===== config.mk =====
export PLATFORM = sky130hd
export DESIGN_NAME = vpu_fp_dst_collector
export DESIGN_NICKNAME = d
export VERILOG_FILES = /design/src/rtl/vpu_fp_dst_collector.sv
export SDC_FILE = /design/constraint.sdc
export NUM_CORES = 1
export LEC_CHECK = 0
export ABC_AREA = 1
export CAP_MARGIN = 10
export CORE_MARGIN = 2
export CORE_UTILIZATION = 53
export DETAILED_ROUTE_END_ITERATION = 7
export GPL_TIMING_DRIVEN = 0
export PLACE_DENSITY_LB_ADDON = 0.12
export SYNTH_ARGS = -nofsm -noshare
export SYNTH_HDL_FRONTEND = slang
export SYNTH_SLANG_ARGS = --single-unit

===== constraint.sdc =====
create_clock -name clk -period 2.9 [get_ports clk]
set_input_delay 0.435 -clock clk [delete_from_list [all_inputs] [get_ports clk]]
set_output_delay 0.435 -clock clk [all_outputs]
set_load 0.02 [all_outputs]

===== src/rtl/vpu_fp_dst_collector.sv =====
// Destination-side result collector for fixed-latency FP IP (e.g. SQRT).
// Buffers done/result pulses in a FIFO, drains them over a valid/ready
// write-back port tagged with the element index, and grants issue credits
// upstream so a result is never dropped under legal use.
// Optional feature macro: VPU_DST_BYPASS_EN (zero-latency empty-FIFO bypass).
module vpu_fp_dst_collector #(
    parameter int unsigned DATA_WIDTH = 32,
    parameter int unsigned DEPTH      = 8,
    parameter int unsigned NUM_ELEM   = 16
) (
    input  logic                        clk,
    input  logic                        rst_n,
    input  logic                        issue_i,
    output logic                        credit_ok_o,
    input  logic                        done_i,
    input  logic [DATA_WIDTH-1:0]       result_i,
    output logic                        wb_valid_o,
    input  logic                        wb_ready_i,
    output logic [DATA_WIDTH-1:0]       wb_data_o,
    output logic [$clog2(NUM_ELEM)-1:0] wb_idx_o,
    output logic                        wb_last_o,
    output logic                        err_o
);

    localparam int unsigned PTR_W = $clog2(DEPTH);
    localparam int unsigned CNT_W = PTR_W + 1;
    localparam int unsigned SUM_W = CNT_W + 1;
    localparam int unsigned IDX_W = $clog2(NUM_ELEM);

    logic [DATA_WIDTH-1:0] mem [DEPTH];
    logic [PTR_W-1:0]      wr_ptr;
    logic [PTR_W-1:0]      rd_ptr;
    logic [CNT_W-1:0]      count;
    logic [CNT_W-1:0]      inflight;
    logic [IDX_W-1:0]      idx_q;
    logic                  err_q;

    logic fifo_empty;
    logic fifo_full;
    logic bypass_hit;
    logic pop;
    logic fifo_pop;
    logic fifo_push;
    logic err_set;

    // FIFO status and write-back presentation (bypass path optional)
    always_comb begin
        fifo_empty = (count == '0);
        fifo_full  = (count == CNT_W'(DEPTH));
`ifdef VPU_DST_BYPASS_EN
        bypass_hit = fifo_empty & done_i;
        wb_valid_o = ~fifo_empty | bypass_hit;
        if (!fifo_empty) begin
            wb_data_o = mem[rd_ptr];
        end else if (bypass_hit) begin
            wb_data_o = result_i;
        end else begin
            wb_data_o = '0;
        end
`else
        bypass_hit = 1'b0;
        wb_valid_o = ~fifo_empty;
        wb_data_o  = fifo_empty ? '0 : mem[rd_ptr];
`endif
        wb_idx_o  = idx_q;
        wb_last_o = wb_valid_o & (idx_q == IDX_W'(NUM_ELEM - 1));
        err_o     = err_q;
    end

    // Handshake decode: a bypassed entry consumed this cycle never enters the FIFO
    always_comb begin
        pop       = wb_valid_o & wb_ready_i;
        fifo_pop  = pop & ~fifo_empty;
        fifo_push = done_i & ~(bypass_hit & wb_ready_i) & (~fifo_full | fifo_pop);
        err_set   = (issue_i & ~credit_ok_o)
                  | (done_i & (inflight == '0))
                  | (done_i & fifo_full & ~pop);
    end

    // Credits cover both ops still inside the FP unit and results already buffered
    always_comb begin
        credit_ok_o = (SUM_W'(inflight) + SUM_W'(count)) < SUM_W'(DEPTH);
    end

    // Result storage; contents are only observed through valid entries
    always_ff @(posedge clk) begin
        if (fifo_push) begin
            mem[wr_ptr] <= result_i;
        end
    end

    // Pointers and occupancy
    always_ff @(posedge clk or negedge rst_n) begin
        if (!rst_n) begin
            wr_ptr <= '0;
            rd_ptr <= '0;
            count  <= '0;
        end else begin
            if (fifo_push) begin
                wr_ptr <= wr_ptr + PTR_W'(1);
            end
            if (fifo_pop) begin
                rd_ptr <= rd_ptr + PTR_W'(1);
            end
            case ({fifo_push, fifo_pop})
                2'b10:   count <= count + CNT_W'(1);
                2'b01:   count <= count - CNT_W'(1);
                default: count <= count;
            endcase
        end
    end

    // In-flight op tracking, saturating at DEPTH and at zero
    always_ff @(posedge clk or negedge rst_n) begin
        if (!rst_n) begin
            inflight <= '0;
        end else if (issue_i && !done_i) begin
            if (inflight != CNT_W'(DEPTH)) begin
                inflight <= inflight + CNT_W'(1);
            end
        end else if (done_i && !issue_i) begin
            if (inflight != '0) begin
                inflight <= inflight - CNT_W'(1);
            end
        end
    end

    // Element index advances on every accepted write-back entry
    always_ff @(posedge clk or negedge rst_n) begin
        if (!rst_n) begin
            idx_q <= '0;
        end else if (pop) begin
            idx_q <= (idx_q == IDX_W'(NUM_ELEM - 1)) ? '0 : idx_q + IDX_W'(1);
        end
    end

    // Sticky protocol error
    always_ff @(posedge clk or negedge rst_n) begin
        if (!rst_n) begin
            err_q <= 1'b0;
        end else if (err_set) begin
            err_q <= 1'b1;
        end
    end

endmodule


==> results of run 1 <==
-- worst min-delay path: stages --
cell and delay [ns]:
buf_2 0.15, nand2_2 0.17, xor2_1 0.09
-- layer usage --
layer  vias up  GRT usage, %  part of all wire [%]
met2       263          39.0                    49
met1      3462          31.3                    43
met5         -             0                     0
met3        41          2.93                   6.4
met4         0          5.66                   2.0
li1       3411             -                     -
-- logic make-up after synthesis --
group / Yosys count / synth area share, %
buf+inv: 72 / 3.47
fa+ha+maj: 11 / 1.29
flops: 275 / 72.4
xor+xnor: 9 / 0.699
simple gates: 280 / 9.77
mux: 32 / 2.84
compound gates: 206 / 9.52
-- worst max path at each step --
stage | startpoint | to | slack [ns] | cells after the start
after floorplan | wb_ready_i | mem[0][0]$_DFFE_PP_ | 0.007 | 6
after global placement | done_i | mem[0][20]$_DFFE_PP_ | -1.60 | 4
after detailed placement | rd_ptr[1]$_DFFE_PN0N_ | wb_data_o[6] | 0.11 | 7
after CTS | rd_ptr[0]$_DFFE_PN0N_ | wb_data_o[6] | 0.08 | 8
after global routing | rd_ptr[1]$_DFFE_PN0N_ | wb_data_o[31] | 0.0007 | 7
final | rd_ptr[0]$_DFFE_PN0N_ | wb_data_o[16] | 0.10 | 8
-- registers in the layout, summed over array words and instances, names as in the netlist --
signal	count
wb_idx_o	4
count	4
wr_ptr	3
inflight	4
err_o	1
mem	256
rd_ptr	3
-- synth_stat cells (4+ instances only) --
| library cell | n | area share [%] |
|---|---|---|
| nand2_1 | 53 | 1.8 |
| nor2_1 | 207 | 6.9 |
| a21oi_1 | 4 | 0.18 |
| clkbuf_2 | 4 | 0.18 |
| mux2i_1 | 32 | 2.8 |
| buf_2 | 18 | 0.80 |
| buf_4 | 4 | 0.27 |
| nand4_1 | 5 | 0.28 |
| o22ai_1 | 32 | 1.8 |
| o21ai_0 | 151 | 6.7 |
| nand3_1 | 5 | 0.22 |
| nand2_2 | 4 | 0.22 |
| dfrtp_1 | 19 | 4.2 |
| inv_1 | 19 | 0.63 |
| o21ai_1 | 18 | 0.80 |
| edfxtp_1 | 256 | 68 |
| xor2_1 | 6 | 0.47 |
| ha_1 | 10 | 1.1 |
| clkbuf_1 | 17 | 0.57 |
| buf_6 | 4 | 0.40 |
-- stage by stage --
stage                     cell area (sq um)  cells  hold slack [ns]
final                                 13500   1291            0.343
after global routing                  13500   1291            0.361
after CTS                             13500   1291            0.328
after detailed placement              12600   1243            0.452
after global placement                12400   1235            0.458
after floorplan                       11300    885            0.139
-- what timing repair did --
item / CTS / global route
hold buffers: 0 / 0
endpoints found under the hold margin: 0 / 0
gates resized for setup: 65 / 7
setup buffers: 0 / 0
setup endpoints to repair: 32 / 4
gates cloned: 0 / 0
-- layout make-up --
type / count / share of cell area [%]
Clock inverter: 17 / 1.16
Inverter: 22 / 0.613
Tap cell: 275 / 2.56
Sequential cell: 275 / 60.7
Multi-Input combinational cell: 538 / 20.6
Timing Repair Buffer: 83 / 6.42
Clock buffer: 31 / 5.20
Buffer: 50 / 2.75
-- where the power goes --
| part | total (mW) | switching [mW] | internal, mW |
|---|---|---|---|
| clock network | 3.36 | 1.45 | 1.92 |
| registers | 5.20 | 0.248 | 4.96 |
| logic | 5.93 | 3.80 | 2.13 |
==> report_table.html, run 1 <==
<table>
<tr><th>Metric</th><th>Value</th></tr>
<tr><th colspan="2">STA</th></tr>
<tr><td>Skew final</td><td>0.0103 ns</td></tr>
<tr><td>Pins Over Slew Limit</td><td>0</td></tr>
<tr><td>Transition time of the tightest slew-check pin</td><td>0.940 ns</td></tr>
<tr><td>Finish-stage setup viols</td><td>0</td></tr>
<tr><td>Final setup TNS</td><td>0 ns</td></tr>
<tr><td>Post-route minimum period</td><td>2.80 ns</td></tr>
<tr><td>FMAX</td><td>357 MHz</td></tr>
<tr><td>Post-route clock period utilization</td><td>96.5%</td></tr>
<tr><td>RSZ-0062 raised after global routing</td><td>false</td></tr>
<tr><td>Max-slew headroom</td><td>37.2%</td></tr>
<tr><td>Crit path setup slack, layout</td><td>0.102 ns</td></tr>
<tr><td>Final Hold Viols</td><td>0</td></tr>
<tr><th colspan="2">Global route</th></tr>
<tr><td>Via count of the first global-routing pass</td><td>6928</td></tr>
<tr><td>Largest net degree at the start of global routing</td><td>29</td></tr>
<tr><td>Number of antenna violations at the first check in global routing</td><td>0</td></tr>
<tr><td>All-layer global routing usage</td><td>22.8%</td></tr>
<tr><td>Total gr overflow</td><td>0</td></tr>
<tr><td>First-pass GRT wire length</td><td>38700 um</td></tr>
<tr><th colspan="2">Cells and area</th></tr>
<tr><td>Most common cell after layout, fill and taps aside</td><td>edfxtp_1</td></tr>
<tr><td>Diodes inserted</td><td>0</td></tr>
<tr><td>Core occupancy in the finished layout</td><td>64.3%</td></tr>
<tr><td>Number of filler instances in the final layout</td><td>1640</td></tr>
<tr><td>Share of final-layout standard cells stronger than drive strength 1</td><td>11.5%</td></tr>
<tr><td>Final nets</td><td>1045</td></tr>
<tr><td>Combined flip-flop and latch cell area</td><td>8170 sq um</td></tr>
<tr><td>Commonest cells after routing, fill and taps aside</td><td>256 x edfxtp_1, 199 x nor2_1, 150 x o21ai_0</td></tr>
<tr><td>Multi-input gate area</td><td>2780 sq um</td></tr>
<tr><td>Area growth from synthesis to final layout</td><td>19.4%</td></tr>
<tr><th colspan="2">Floorplanning</th></tr>
<tr><td>Row count</td><td>53</td></tr>
<tr><td>Number of ports placed on the die boundary</td><td>77</td></tr>
<tr><td>Die Width</td><td>150 um</td></tr>
<tr><td>Starting Density</td><td>53.8%</td></tr>
<tr><td>Area of the core region</td><td>21000 sq um</td></tr>
<tr><td>Die Outline Area</td><td>22500 sq um</td></tr>
<tr><td>Height of the chip</td><td>150 um</td></tr>
<tr><th colspan="2">Pwr</th></tr>
<tr><td>Static leakage power</td><td>4.81 nW</td></tr>
<tr><td>Peak supply drop</td><td>662 uV</td></tr>
<tr><td>Power after layout</td><td>14.5 mW</td></tr>
<tr><td>Power per unit of standard cell area</td><td>1080 nW/um^2</td></tr>
<tr><th colspan="2">Synthesis</th></tr>
<tr><td>Synth Cell Area</td><td>11300 sq um</td></tr>
<tr><td>Ys async rst share</td><td>6.91%</td></tr>
<tr><td>Distinct cell type count after synthesis</td><td>30</td></tr>
<tr><td>Number of nets produced by synthesis</td><td>933</td></tr>
<tr><td>Sequential element share of the synthesized area</td><td>72.4%</td></tr>
<tr><td>Number of synthesized flops with an enable pin</td><td>256</td></tr>
<tr><td>Average cell area after synthesis</td><td>12.7 sq um</td></tr>
<tr><td>Count of state elements after synthesis</td><td>275</td></tr>
<tr><td>Post-synth top flop</td><td>edfxtp_1</td></tr>
<tr><td>Warnings, synthesis</td><td>0</td></tr>
<tr><td>Synth Instances</td><td>885</td></tr>
<tr><th colspan="2">Setup path</th></tr>
<tr><td>Critical path class</td><td>reg2out</td></tr>
<tr><td>CP Capture Type</td><td>output port</td></tr>
<tr><td>Worst Path Required</td><td>2.47 ns</td></tr>
<tr><td>Nature of the critical path startpoint</td><td>flop</td></tr>
<tr><td>Critical path data arrival time</td><td>2.36 ns</td></tr>
<tr><td>Reg2reg path depth</td><td>7</td></tr>
<tr><td>Slowest cell on the critical path</td><td>dfrtp_2</td></tr>
<tr><td>Highest cell delay on the worst timing path</td><td>0.46 ns</td></tr>
<tr><td>Count of buffering cells on the critical path with inverters included</td><td>4</td></tr>
<tr><td>Critical Path Fanout Max</td><td>10</td></tr>
<tr><td>Worst R2R End</td><td>mem[2][14]$_DFFE_PP_</td></tr>
<tr><td>Most repeated library cell on the critical path</td><td>nor2_1</td></tr>
<tr><td>Family of cells with the greatest summed delay on the critical path</td><td>buffers and inverters</td></tr>
<tr><td>Cells along the critical path</td><td>inv_2, buf_4, buf_4, nor2_1, o22ai_1, nor2_1, nor2_1, dlygate4sd2_1</td></tr>
<tr><td>Startpoint of the lowest-slack register-to-register path</td><td>count[3]$_DFFE_PN0P_</td></tr>
<tr><td>Setup slack of the worst register-to-register path</td><td>0.70 ns</td></tr>
<tr><th colspan="2">Clock network</th></tr>
<tr><td>TritonCTS clock tree</td><td>built</td></tr>
<tr><td># clock sinks</td><td>275</td></tr>
<tr><td>Clock root buffer</td><td>clkbuf_16</td></tr>
<tr><td>Max Root-Sink Buffers</td><td>3</td></tr>
<tr><td>Clk Latency, worst-skew pair</td><td>0.54 ns</td></tr>
<tr><td>H-Tree Depth</td><td>1</td></tr>
<tr><td>TritonCTS Buffers</td><td>27</td></tr>
<tr><td>Clock-pin slew on the worst setup and hold paths</td><td>0.07 ns</td></tr>
<tr><th colspan="2">Drt</th></tr>
<tr><td>Antenna violation net count after detailed routing</td><td>0</td></tr>
<tr><td>Total Wirelength</td><td>25000 um</td></tr>
<tr><td>Routed wire length per instance</td><td>19.4 um</td></tr>
<tr><td>Total vias in the final route</td><td>7177</td></tr>
<tr><td>Number of detailed-route iterations in the first pass</td><td>5</td></tr>
<tr><td>Final routed DRC violation total</td><td>0</td></tr>
<tr><td>Violation count after the first detailed-routing iteration</td><td>644</td></tr>
<tr><td>Routed via count divided by cell count</td><td>5.56</td></tr>
<tr><th colspan="2">Min path</th></tr>
<tr><td>Worst Hold End</td><td>rd_ptr[0]$_DFFE_PN0N_</td></tr>
<tr><td>Worst hold path type</td><td>in2reg</td></tr>
<tr><td>Startpoint of the tightest hold check path</td><td>wb_ready_i</td></tr>
<tr><td>Cell depth of the worst min-delay path</td><td>3</td></tr>
<tr><th colspan="2">Outcome</th></tr>
<tr><td>Status</td><td>completed</td></tr>
<tr><th colspan="2">Job</th></tr>
<tr><td># Max-Cap Violations</td><td>0</td></tr>
<tr><th colspan="2">Place</th></tr>
<tr><td>PortBufs</td><td>75</td></tr>
<tr><td>HPWL Detailed</td><td>15500 um</td></tr>
<tr><td>Placer's final routability congestion estimate</td><td>0.772</td></tr>
<tr><td>Setup slack after placement</td><td>0.110 ns</td></tr>
</table>
Note: power is estimated with default switching activity, not from simulation.
==> inputs of run 2 (changes only) <==
Settings changed: ABC_CLOCK_PERIOD_IN_PS set to 2900.
==> results of run 2 <==
Same layout as run 1: the final DEF is identical, and so are final timing and power.
==> inputs of run 3 (changes only) <==
Settings changed: GPL_ROUTABILITY_DRIVEN set to 0.
==> results of run 3 <==
Same layout as run 1: the final DEF is identical, and so are final timing and power.
